File: config.mk
export PLATFORM = sky130hd
export DESIGN_NAME = sram_req_responder
export DESIGN_NICKNAME = d
export VERILOG_FILES = /design/src/rtl/sram_req_responder.sv
export SDC_FILE = /design/constraint.sdc
export NUM_CORES = 1
export LEC_CHECK = 0
export ABC_AREA = 1
export CAP_MARGIN = 20
export CORE_MARGIN = 8
export CORE_UTILIZATION = 35
export CTS_CLUSTER_SIZE = 24
export DETAILED_ROUTE_END_ITERATION = 7
export HOLD_SLACK_MARGIN = 0.1
export PLACE_DENSITY = 0.71
export SETUP_SLACK_MARGIN = 0.15
export SLEW_MARGIN = 20
export SYNTH_ARGS = -nofsm -noshare
export SYNTH_HDL_FRONTEND = slang
export SYNTH_SLANG_ARGS = --single-unit
File: constraint.sdc
create_clock -name clk -period 7.8 [get_ports clk]
set_input_delay 1.95 -clock clk [delete_from_list [all_inputs] [get_ports clk]]
set_output_delay 1.95 -clock clk [all_outputs]
set_load 0.01 [all_outputs]
File: src/rtl/sram_req_responder.sv
// ---------------------------------------------------------------------------
// sram_req_responder
//
// Turns single-cycle read/write request pulses into SRAM device cycles.
// Each side holds one pending request; an issue stage drives at most one
// SRAM operation per cycle from registered outputs. Writes win over reads
// when both are pending. A write never issues in the cycle right after a read
// issue (bus turnaround). Read data is returned READ_LATENCY cycles after the
// read ack, tracked by a valid shift register.
//
// Optional build macro:
//   SRAM_RESP_STATS_EN  - compile in the 32-bit rd_count / wr_count counters.
//                         When undefined, both ports are tied to zero.
//
// Ports:
//   clk, reset            clock (posedge), async active-high reset
//   rd_req, rd_addr       read request pulse and its address
//   rd_ack                read issued to the SRAM (1 cycle)
//   rd_data, rd_vld       returned read data, qualified by a 1-cycle pulse
//   wr_req, wr_addr,
//   wr_data               write request pulse with address and data
//   wr_ack                write issued to the SRAM (1 cycle)
//   enable                high when a new read can be accepted
//   sram_addr,
//   sram_wr_data, sram_we device-side address, write data, write strobe
//   sram_rd_data          device read data
//   rd_count, wr_count    completed reads / writes (stats build only)
//
// READ_LATENCY legal range is 1..8.
// ---------------------------------------------------------------------------
module sram_req_responder #(
    parameter int SRAM_ADDR_WIDTH = 19,
    parameter int SRAM_DATA_WIDTH = 72,
    parameter int READ_LATENCY    = 3
) (
    input  logic                       clk,
    input  logic                       reset,
    input  logic                       rd_req,
    input  logic [SRAM_ADDR_WIDTH-1:0] rd_addr,
    output logic                       rd_ack,
    output logic [SRAM_DATA_WIDTH-1:0] rd_data,
    output logic                       rd_vld,
    input  logic                       wr_req,
    input  logic [SRAM_ADDR_WIDTH-1:0] wr_addr,
    input  logic [SRAM_DATA_WIDTH-1:0] wr_data,
    output logic                       wr_ack,
    output logic                       enable,
    output logic [SRAM_ADDR_WIDTH-1:0] sram_addr,
    output logic [SRAM_DATA_WIDTH-1:0] sram_wr_data,
    output logic                       sram_we,
    input  logic [SRAM_DATA_WIDTH-1:0] sram_rd_data,
    output logic [31:0]                rd_count,
    output logic [31:0]                wr_count
);

    typedef struct packed {
        logic [SRAM_ADDR_WIDTH-1:0] addr;
    } rd_ent_t;

    typedef struct packed {
        logic [SRAM_ADDR_WIDTH-1:0] addr;
        logic [SRAM_DATA_WIDTH-1:0] data;
    } wr_ent_t;

    logic    rd_pending;
    logic    wr_pending;
    logic    turn_q;       // a read issued last cycle; blocks a write this cycle
    rd_ent_t rd_q;
    wr_ent_t wr_q;

    logic    rd_accept;
    logic    wr_accept;
    logic    issue_rd;
    logic    issue_wr;

    // vld_pipe[0] is loaded from rd_ack, so the last stage lines up with the
    // device returning data READ_LATENCY cycles after the issue cycle.
    logic [READ_LATENCY-1:0] vld_pipe;

    // A request seen while one is pending, or while its ack is on the bus,
    // is a duplicate of the one already in flight.
    always_comb begin
        rd_accept = rd_req && !rd_pending && !rd_ack;
        wr_accept = wr_req && !wr_pending && !wr_ack;
        issue_wr  = wr_pending && !turn_q;
        // Reads yield to any pending write, even one held by turnaround,
        // so the write goes out on the very next cycle.
        issue_rd  = rd_pending && !wr_pending;
    end

    assign enable = !reset && !rd_pending;

    // Request capture
    always_ff @(posedge clk or posedge reset) begin
        if (reset) begin
            rd_pending <= 1'b0;
            wr_pending <= 1'b0;
            rd_q       <= '0;
            wr_q       <= '0;
        end else begin
            if (issue_rd) begin
                rd_pending <= 1'b0;
            end else if (rd_accept) begin
                rd_pending <= 1'b1;
                rd_q.addr  <= rd_addr;
            end
            if (issue_wr) begin
                wr_pending <= 1'b0;
            end else if (wr_accept) begin
                wr_pending <= 1'b1;
                wr_q.addr  <= wr_addr;
                wr_q.data  <= wr_data;
            end
        end
    end

    // Issue stage; address/data hold their last values on idle cycles
    always_ff @(posedge clk or posedge reset) begin
        if (reset) begin
            rd_ack       <= 1'b0;
            wr_ack       <= 1'b0;
            sram_we      <= 1'b0;
            sram_addr    <= '0;
            sram_wr_data <= '0;
            turn_q       <= 1'b0;
        end else begin
            rd_ack  <= issue_rd;
            wr_ack  <= issue_wr;
            sram_we <= issue_wr;
            turn_q  <= issue_rd;
            if (issue_wr) begin
                sram_addr    <= wr_q.addr;
                sram_wr_data <= wr_q.data;
            end else if (issue_rd) begin
                sram_addr    <= rd_q.addr;
            end
        end
    end

    // Read valid shift register
    always_ff @(posedge clk or posedge reset) begin
        if (reset) begin
            vld_pipe <= '0;
        end else begin
            vld_pipe[0] <= rd_ack;
            for (int i = 1; i < READ_LATENCY; i++) begin
                vld_pipe[i] <= vld_pipe[i-1];
            end
        end
    end

    assign rd_vld  = vld_pipe[READ_LATENCY-1];
    // Device data is only meaningful in the return cycle; zero elsewhere
    // keeps rd_data at 0 through reset.
    assign rd_data = rd_vld ? sram_rd_data : '0;

`ifdef SRAM_RESP_STATS_EN
    logic [31:0] rd_cnt_q;
    logic [31:0] wr_cnt_q;

    // Free-running wrap at 2^32
    always_ff @(posedge clk or posedge reset) begin
        if (reset) begin
            rd_cnt_q <= '0;
            wr_cnt_q <= '0;
        end else begin
            if (rd_vld) rd_cnt_q <= rd_cnt_q + 32'd1;
            if (wr_ack) wr_cnt_q <= wr_cnt_q + 32'd1;
        end
    end

    assign rd_count = rd_cnt_q;
    assign wr_count = wr_cnt_q;
`else
    assign rd_count = '0;
    assign wr_count = '0;
`endif

endmodule

**Word level (Yosys, flattened, before mapping)**

Index checks and enable logic that the tools add are counted.

- Output and inout bits: 232
- Register bits: 208

- Bitwise operators: 2
- Mux-type cells: 7
- Reduce and logical (&&, ||, !) cells: 17

Operators with widths:

| kind | number |
|---|---|
| $mux 72 | 1 |
| $mux 19 | 2 |
| $logic_and 1x1->1 | 7 |
| $reduce_bool 2->1 | 3 |
| $logic_not 1->1 | 5 |
| $mux 1 | 4 |
| $reduce_and 2->1 | 2 |
| $not 1->1 | 2 |

**Depth between registers and ports, before layout**

Gate-level depths: netlist (run 1).

- Depth after elaboration: 5
- Mapped depth: 7
- Depth with buffers taken out: 6

**Worst setup path before layout (run 1)**

Ideal clock, no wire load.

- Path type: input to output
- Start point: input port reset
- End point: output port enable
- Required time: 5850 ps
- Data arrival time: 2107 ps
- Stages: 1
- Path slack: 3743 ps
- Cells stage by stage: nor2_1

- Longest elaborated chain between the ends: 2

Ends and longest elaborated chain:

| item | RTL line | source |
|---|---|---|
| start, declared | 37 | `input logic reset,` |
| $logic_not 1->1 (no source line) | n/a |  |
| $logic_and 1x1->1 | 91 | `assign enable = !reset && !rd_pending;` |
| end, declared | 47 | `output logic enable,` |

No other way between the ends.

**Final worst setup path (run 1)**

- Start point: input port sram_rd_data[67]
- End point: output port rd_data[67]

- Longest elaborated chain between the ends: 1

Ends and longest elaborated chain:

| item | RTL line | source |
|---|---|---|
| start, declared | 51 | `input logic [SRAM_DATA_WIDTH-1:0] sram_rd_data,` |
| $mux 72 | 155 | `assign rd_data = rd_vld ? sram_rd_data : '0;` |
| end, declared | 41 | `output logic [SRAM_DATA_WIDTH-1:0] rd_data,` |

No other way between the ends.

==> results.toml, run 1 <==
[global_route]
grt_pass1_wl_um = 45300
grt_pass1_vias = 7924
grt_max_degree = 142
track_usage_pct = 17.0
antenna_found_initial = 3
overflow = 0

[routing]
dr.pass1.iters = 5
drt_iter0_drc = 348
finalWirelength_um = 30000
vias = 7954
ant_nets = 0
avgRoutedWirePerCell_um = 15.9
via_per_inst = 4.21
drc = 0

[clock_tree]
clock_path_buffers = 3
path_clk_slew_ns = 0.06
cts_setup_buffers = 0
ctsResizeCount = 0
cts_tree = "yes"
htreeDepth = 1
cts_hold_buf = 0
insertion_delay_ns = 0.49
cts_sinks = 208
cts_buffers = 23
root_buffer = "clkbuf_16"

[setup_path]
cp.required_ns = 5.85
cpMostUsedCell = "clkdlybuf4s50_1"
rrSetupSlack_ns = 4.89
cp_num_cells = 4
cp-endpoint = "rd_data[67]"
critical_path.cell_chain = "clkdlybuf4s50_1 -> nand2_1 -> inv_1 -> clkdlybuf4s50_1"
path_buf_inv = 3
start_kind = "primary input"
critPathMaxStageDelay_ns = 0.56
crit_family = "buffers and inverters"
startpoint = "sram_rd_data[67]"
r2r_start = "wr_pending"
cp_data_arrival_time_ns = 3.26
end_kind = "output pin"
reg2reg_depth = 5
critPathMaxFanout = 1
critical_path_class = "in -> out"
cp_slowest_cell = "clkdlybuf4s50_1"
r2r-end = "wr_q[57]"

[floorplan]
io_pins = 418
core_area_sq_mm = 0.0277
rows = 61
fp.dieW_um = 183
die-area_sq_mm = 0.0336
start_util_pct = 35.4
die_h_um = 183

[synth]
yosysWarnings = 0
ys_seq_area_share_pct = 53.1
syn_area_sq_mm = 0.00980
syn_inst = 1168
synth_cell_types = 20
synth.avg_cell_area_sq_um = 8.39
ys_seq_elements = 208

[layout]
final_cell_mix = "455 x nand2_1, 353 x clkdlybuf4s50_1, 222 x inv_1, 207 x dfrtp_1, 79 x o21ai_2"
syn_to_final_growth_pct = 42.6
nets = 1679
mostFrequentLayoutCell = "nand2_1"
utilization_pct = 50.4
postLayoutCellArea_sq_mm = 0.0140
drive_gt1_share_pct = 8.62

[power]
pwr-share-comb_pct = 41.5
leakage_nw = 7.49
p_int_mw = 3.29
power_frac_seq_pct = 36.8
power_density_mw_per_mm2 = 374
swShare_pct = 37.1
clkPwrFrac_pct = 21.6
ir_drop_uv = 249
switchingPower_mw = 1.94

[placement]
place_area_sq_mm = 0.0132
gp_congestion = 0.865
dp_hpwl_um = 22200
portBuffers = 353

[sta]
fin_skew_ns = 0.00581
clock.fmax_ghz = 0.192
max_slew.worst_pin.slew_ns = 1.10
hold_viol = 0
fin_crit_sh_pct = 66.7
setup_tns_ns = 0
rsz0062_at_grt = "no"
slew_viol_final = 0
slew_headroom_pct = 26.5
setup_violations = 0
min_period_ns = 5.21

[status]
status = "finished clean"

[job]
cap_violations = 0

[min_path]
min_path_type = "reg -> reg"
logic make-up (layout without fill, tap and decap cells):
logic type | count (synthesis) | in the layout | synth area share [%]
and+or+nand+nor | 499 | 499 | 20.0
buffers and inverters | 348 | 625 | 18.1
DFF | 208 | 208 | 53.1
AOI/OAI and AO/OA | 112 | 112 | 8.75
other | 1 | 67 | 0.0383
Yosys cell counts:
cell | number | area share (%)
nand2_2 | 1 | 0.064
buf_6 | 23 | 2.6
nand2_4 | 2 | 0.23
inv_2 | 3 | 0.11
o21ai_2 | 79 | 7.1
o21ai_0 | 30 | 1.5
inv_4 | 1 | 0.064
nand3_1 | 38 | 1.9
buf_2 | 17 | 0.87
buf_8 | 1 | 0.15
conb_1 | 1 | 0.038
buf_4 | 69 | 5.3
nand3_2 | 1 | 0.10
nor2_1 | 1 | 0.038
dfrtp_1 | 208 | 53
nand3b_4 | 1 | 0.20
clkbuf_1 | 11 | 0.42
nand2_1 | 455 | 17
inv_1 | 223 | 8.5
o21ai_1 | 3 | 0.15
area by class of cell:
class                   count  area, sq um
clock buffers              31          636
inverters                 227          862
clock inverters             9          155
multi-input cells         675         3060
flip-flops and latches    208         5210
fillers                  2608        13700
well taps                 378          473
diodes                      3         7.51
repair buffers            358         3570
state kept, by name, summed over array words and instances (netlist names):
name,cells
vld_pipe,3
rd_q,19
turn_q,1
sram_addr,19
sram_we,1
wr_q,91
rd_pending,1
wr_pending,1
sram_wr_data,72
worst min path at each step:
stage	from	to	slack, ns	cells after the start
after floorplan	vld_pipe[0]	vld_pipe[1]	0.33	0
after global placement	vld_pipe[0]	vld_pipe[1]	0.34	0
after detailed placement	vld_pipe[1]	vld_pipe[2]	0.35	0
after CTS	vld_pipe[1]	vld_pipe[2]	0.36	0
after global routing	vld_pipe[1]	vld_pipe[2]	0.38	0
final	vld_pipe[1]	vld_pipe[2]	0.36	0
layer usage:
| metal | wire length (um) | vias up | global-route usage (%) | share of wire [%] |
|---|---|---|---|---|
| met3 | 2270 | 36 | 4.12 | 7.6 |
| met1 | 10300 | 3715 | 17.5 | 34 |
| met4 | 673 | 0 | 5.40 | 2.2 |
| met2 | 16700 | 267 | 33.2 | 56 |
| met5 | 0 | - | 0 | 0 |
| li1 | - | 3936 | - | - |
through the flow:
stage	instances	worst slack [ns]	hold slack (ns)	total power, mW
after floorplan	1231	0.169	0.331	3.21
after global placement	1846	2.54	0.336	4.09
after detailed placement	1846	2.54	0.350	4.15
after CTS	1886	2.54	0.365	5.31
after global routing	1889	2.57	0.375	5.61
final	1889	2.59	0.364	5.23
power by group through the flow:
stage               Combinational (mW)  Sequential, mW  Clock, mW
floorplan                         1.29            1.92          0
global placement                  2.17            1.92          0
detailed placement                2.21            1.93          0
CTS                               2.22            1.93       1.16
global route                      2.41            1.99       1.21
finish                            2.17            1.93       1.13
Note: power is estimated with default switching activity, not from simulation.
==> run 2: changes to the inputs <==
--- a/config.mk
+++ b/config.mk
@@ -12,7 +12,7 @@
 export CTS_CLUSTER_SIZE = 24
 export DETAILED_ROUTE_END_ITERATION = 7
 export HOLD_SLACK_MARGIN = 0.1
-export PLACE_DENSITY = 0.71
+export PLACE_DENSITY = 0.68
 export SETUP_SLACK_MARGIN = 0.15
 export SLEW_MARGIN = 20
 export SYNTH_ARGS = -nofsm -noshare
==> constraint.sdc (replaced) <==
create_clock -name clk -period 5.4 [get_ports clk]
set_input_delay 1.35 -clock clk [delete_from_list [all_inputs] [get_ports clk]]
set_output_delay 1.35 -clock clk [all_outputs]
set_load 0.01 [all_outputs]
==> run 2 against run 1 <==
Register-to-register slack lost 2.3 ns. Setup slack lost 1.2 ns. Cell area grew 0.49%. First-iteration DRC count grew 9.5%. Clock-buffer cell count grew 6. Sequential power grew 42%. Via count grew 1.1%. Critical path type unchanged. Largest cell class unchanged.
==> results.toml, run 2 (synthesis results as in run 1) <==
[clock_tree]
htreeDepth = 1
cts_buffers = 24
path_clk_slew_ns = 0.06
insertion_delay_ns = 0.51
cts_tree = "yes"
cts_hold_buf = 0
clock_path_buffers = 3
ctsResizeCount = 0
cts_setup_buffers = 0
cts_sinks = 208
root_buffer = "clkbuf_16"

[power]
power_density_mw_per_mm2 = 539
ir_drop_uv = 309
totalPowerFinal_mw = 7.57
leakage_nw = 7.51

[sta]
slew_viol_final = 0
max_slew.worst_pin.slew_ns = 1.11
setup_violations = 0
min_period_ns = 4.04
clock.fmax_ghz = 0.248
hold_viol = 0
rsz0062_at_grt = "no"
slew_headroom_pct = 25.9
fin_skew_ns = 0.0160
setup_tns_ns = 0
fin_crit_sh_pct = 74.7

[global_route]
grt_pass1_vias = 8071
antenna_found_initial = 15
grt_max_degree = 115
grt_pass1_wl_um = 47300
overflow = 0
track_usage_pct = 18.1

[floorplan]
fp.dieW_um = 183
io_pins = 418
rows = 61
die-area_sq_mm = 0.0336
start_util_pct = 35.4
core_area_sq_mm = 0.0277
die_h_um = 183

[setup_path]
cp.required_ns = 4.05
startpoint = "sram_rd_data[71]"
end_kind = "output pin"
start_kind = "primary input"
critical_path_class = "in -> out"
cp_data_arrival_time_ns = 2.69
r2r_start = "wr_pending"
critPathMaxFanout = 1
rrSetupSlack_ns = 2.56

[routing]
finalWirelength_um = 31600
avgRoutedWirePerCell_um = 16.6
dr.pass1.iters = 4
drt_iter0_drc = 381
ant_nets = 0
vias = 8039
drc = 0
via_per_inst = 4.24

[placement]
dp_hpwl_um = 23600
place_inst = 1847
gp_congestion = 0.914
portBuffers = 353

[status]
status = "finished clean"

[min_path]
hp-start = "vld_pipe[1]"
min_path_type = "reg -> reg"

[layout]
drive_gt1_share_pct = 8.68
syn_to_final_growth_pct = 43.3
regMostFlops = "wr_q"
mostFrequentLayoutCell = "nand2_1"
largest_register_ffs = 91
fin_cells = 1898
reg.largest.list = "wr_q: 91 flops, sram_wr_data: 72 flops"
final_cell_mix = "455 x nand2_1, 353 x clkdlybuf4s50_1, 222 x inv_1, 207 x dfrtp_1, 79 x o21ai_2"
nets = 1681
fill_cells = 2607

[job]
cap_violations = 0
-- run 2: changes by cell type in the layout (fill, tap and decap cells not counted), moves of 2 or more --
cell,previous run,this run
buf_4,5,3
buf_12,0,3
bufinv_16,4,2
clkinvlp_4,0,2
inv_8,2,0
clkbuf_8,3,6
clkinv_2,3,1
diode_2,3,10
clkbuf_16,23,25
-- run 2: cell type report --
type	instances	area [sq um]	share of cell area, %
Antenna cell	10	25.0	0.178
Clock buffer	37	731	5.20
Clock inverter	4	72.6	0.517
Inverter	227	858	6.11
Multi-Input combinational cell	675	3060	21.8
Sequential cell	208	5210	37.1
Tap cell	378	473	3.37
Timing Repair Buffer	359	3620	25.7
-- run 2: stage by stage --
step                      worst slack [ns]  hold WS [ns]  utilization [%]  cell area [sq um]
after floorplan                       1.35         0.331                -              10000
after global placement                1.31         0.336             47.7              13200
after detailed placement              1.32         0.339             47.7              13200
after CTS                             1.31         0.352             50.6              14000
after global routing                  1.31         0.359             50.7              14000
final                                 1.36         0.356             50.7              14000
-- run 2: path summary, 6_finish.rpt --
check | cells past startpoint | endpoint
worst max-delay path | 4 | rd_data[71]
worst min-delay path | 0 | vld_pipe[2]
worst max register to register | 5 | wr_q[43]
worst min register to register | 0 | vld_pipe[2]
max in group asynchronous | 3 | wr_q[64]
min in group asynchronous | 2 | rd_q[15]
-- run 2: critical path, cell delays in order --
cell and delay (ns):
clkdlybuf4s50_1 0.48, nand2_1 0.12, inv_1 0.17, clkdlybuf4s50_1 0.56
-- run 2: report_power, final --
group / internal (mW) / switching (mW)
sequential: 2.29 / 0.452
clock: 1.02 / 0.617
combinational: 1.45 / 1.73
total: 4.76 / 2.80
-- run 2: layer usage --
layer  vias up  track usage (%)  wire length (um)
met2       312             34.9             17400
met3        49             3.58              2270
met5         -                0                 0
li1       3944                -                 -
met1      3734             18.3             10800
met4         0             8.85              1100
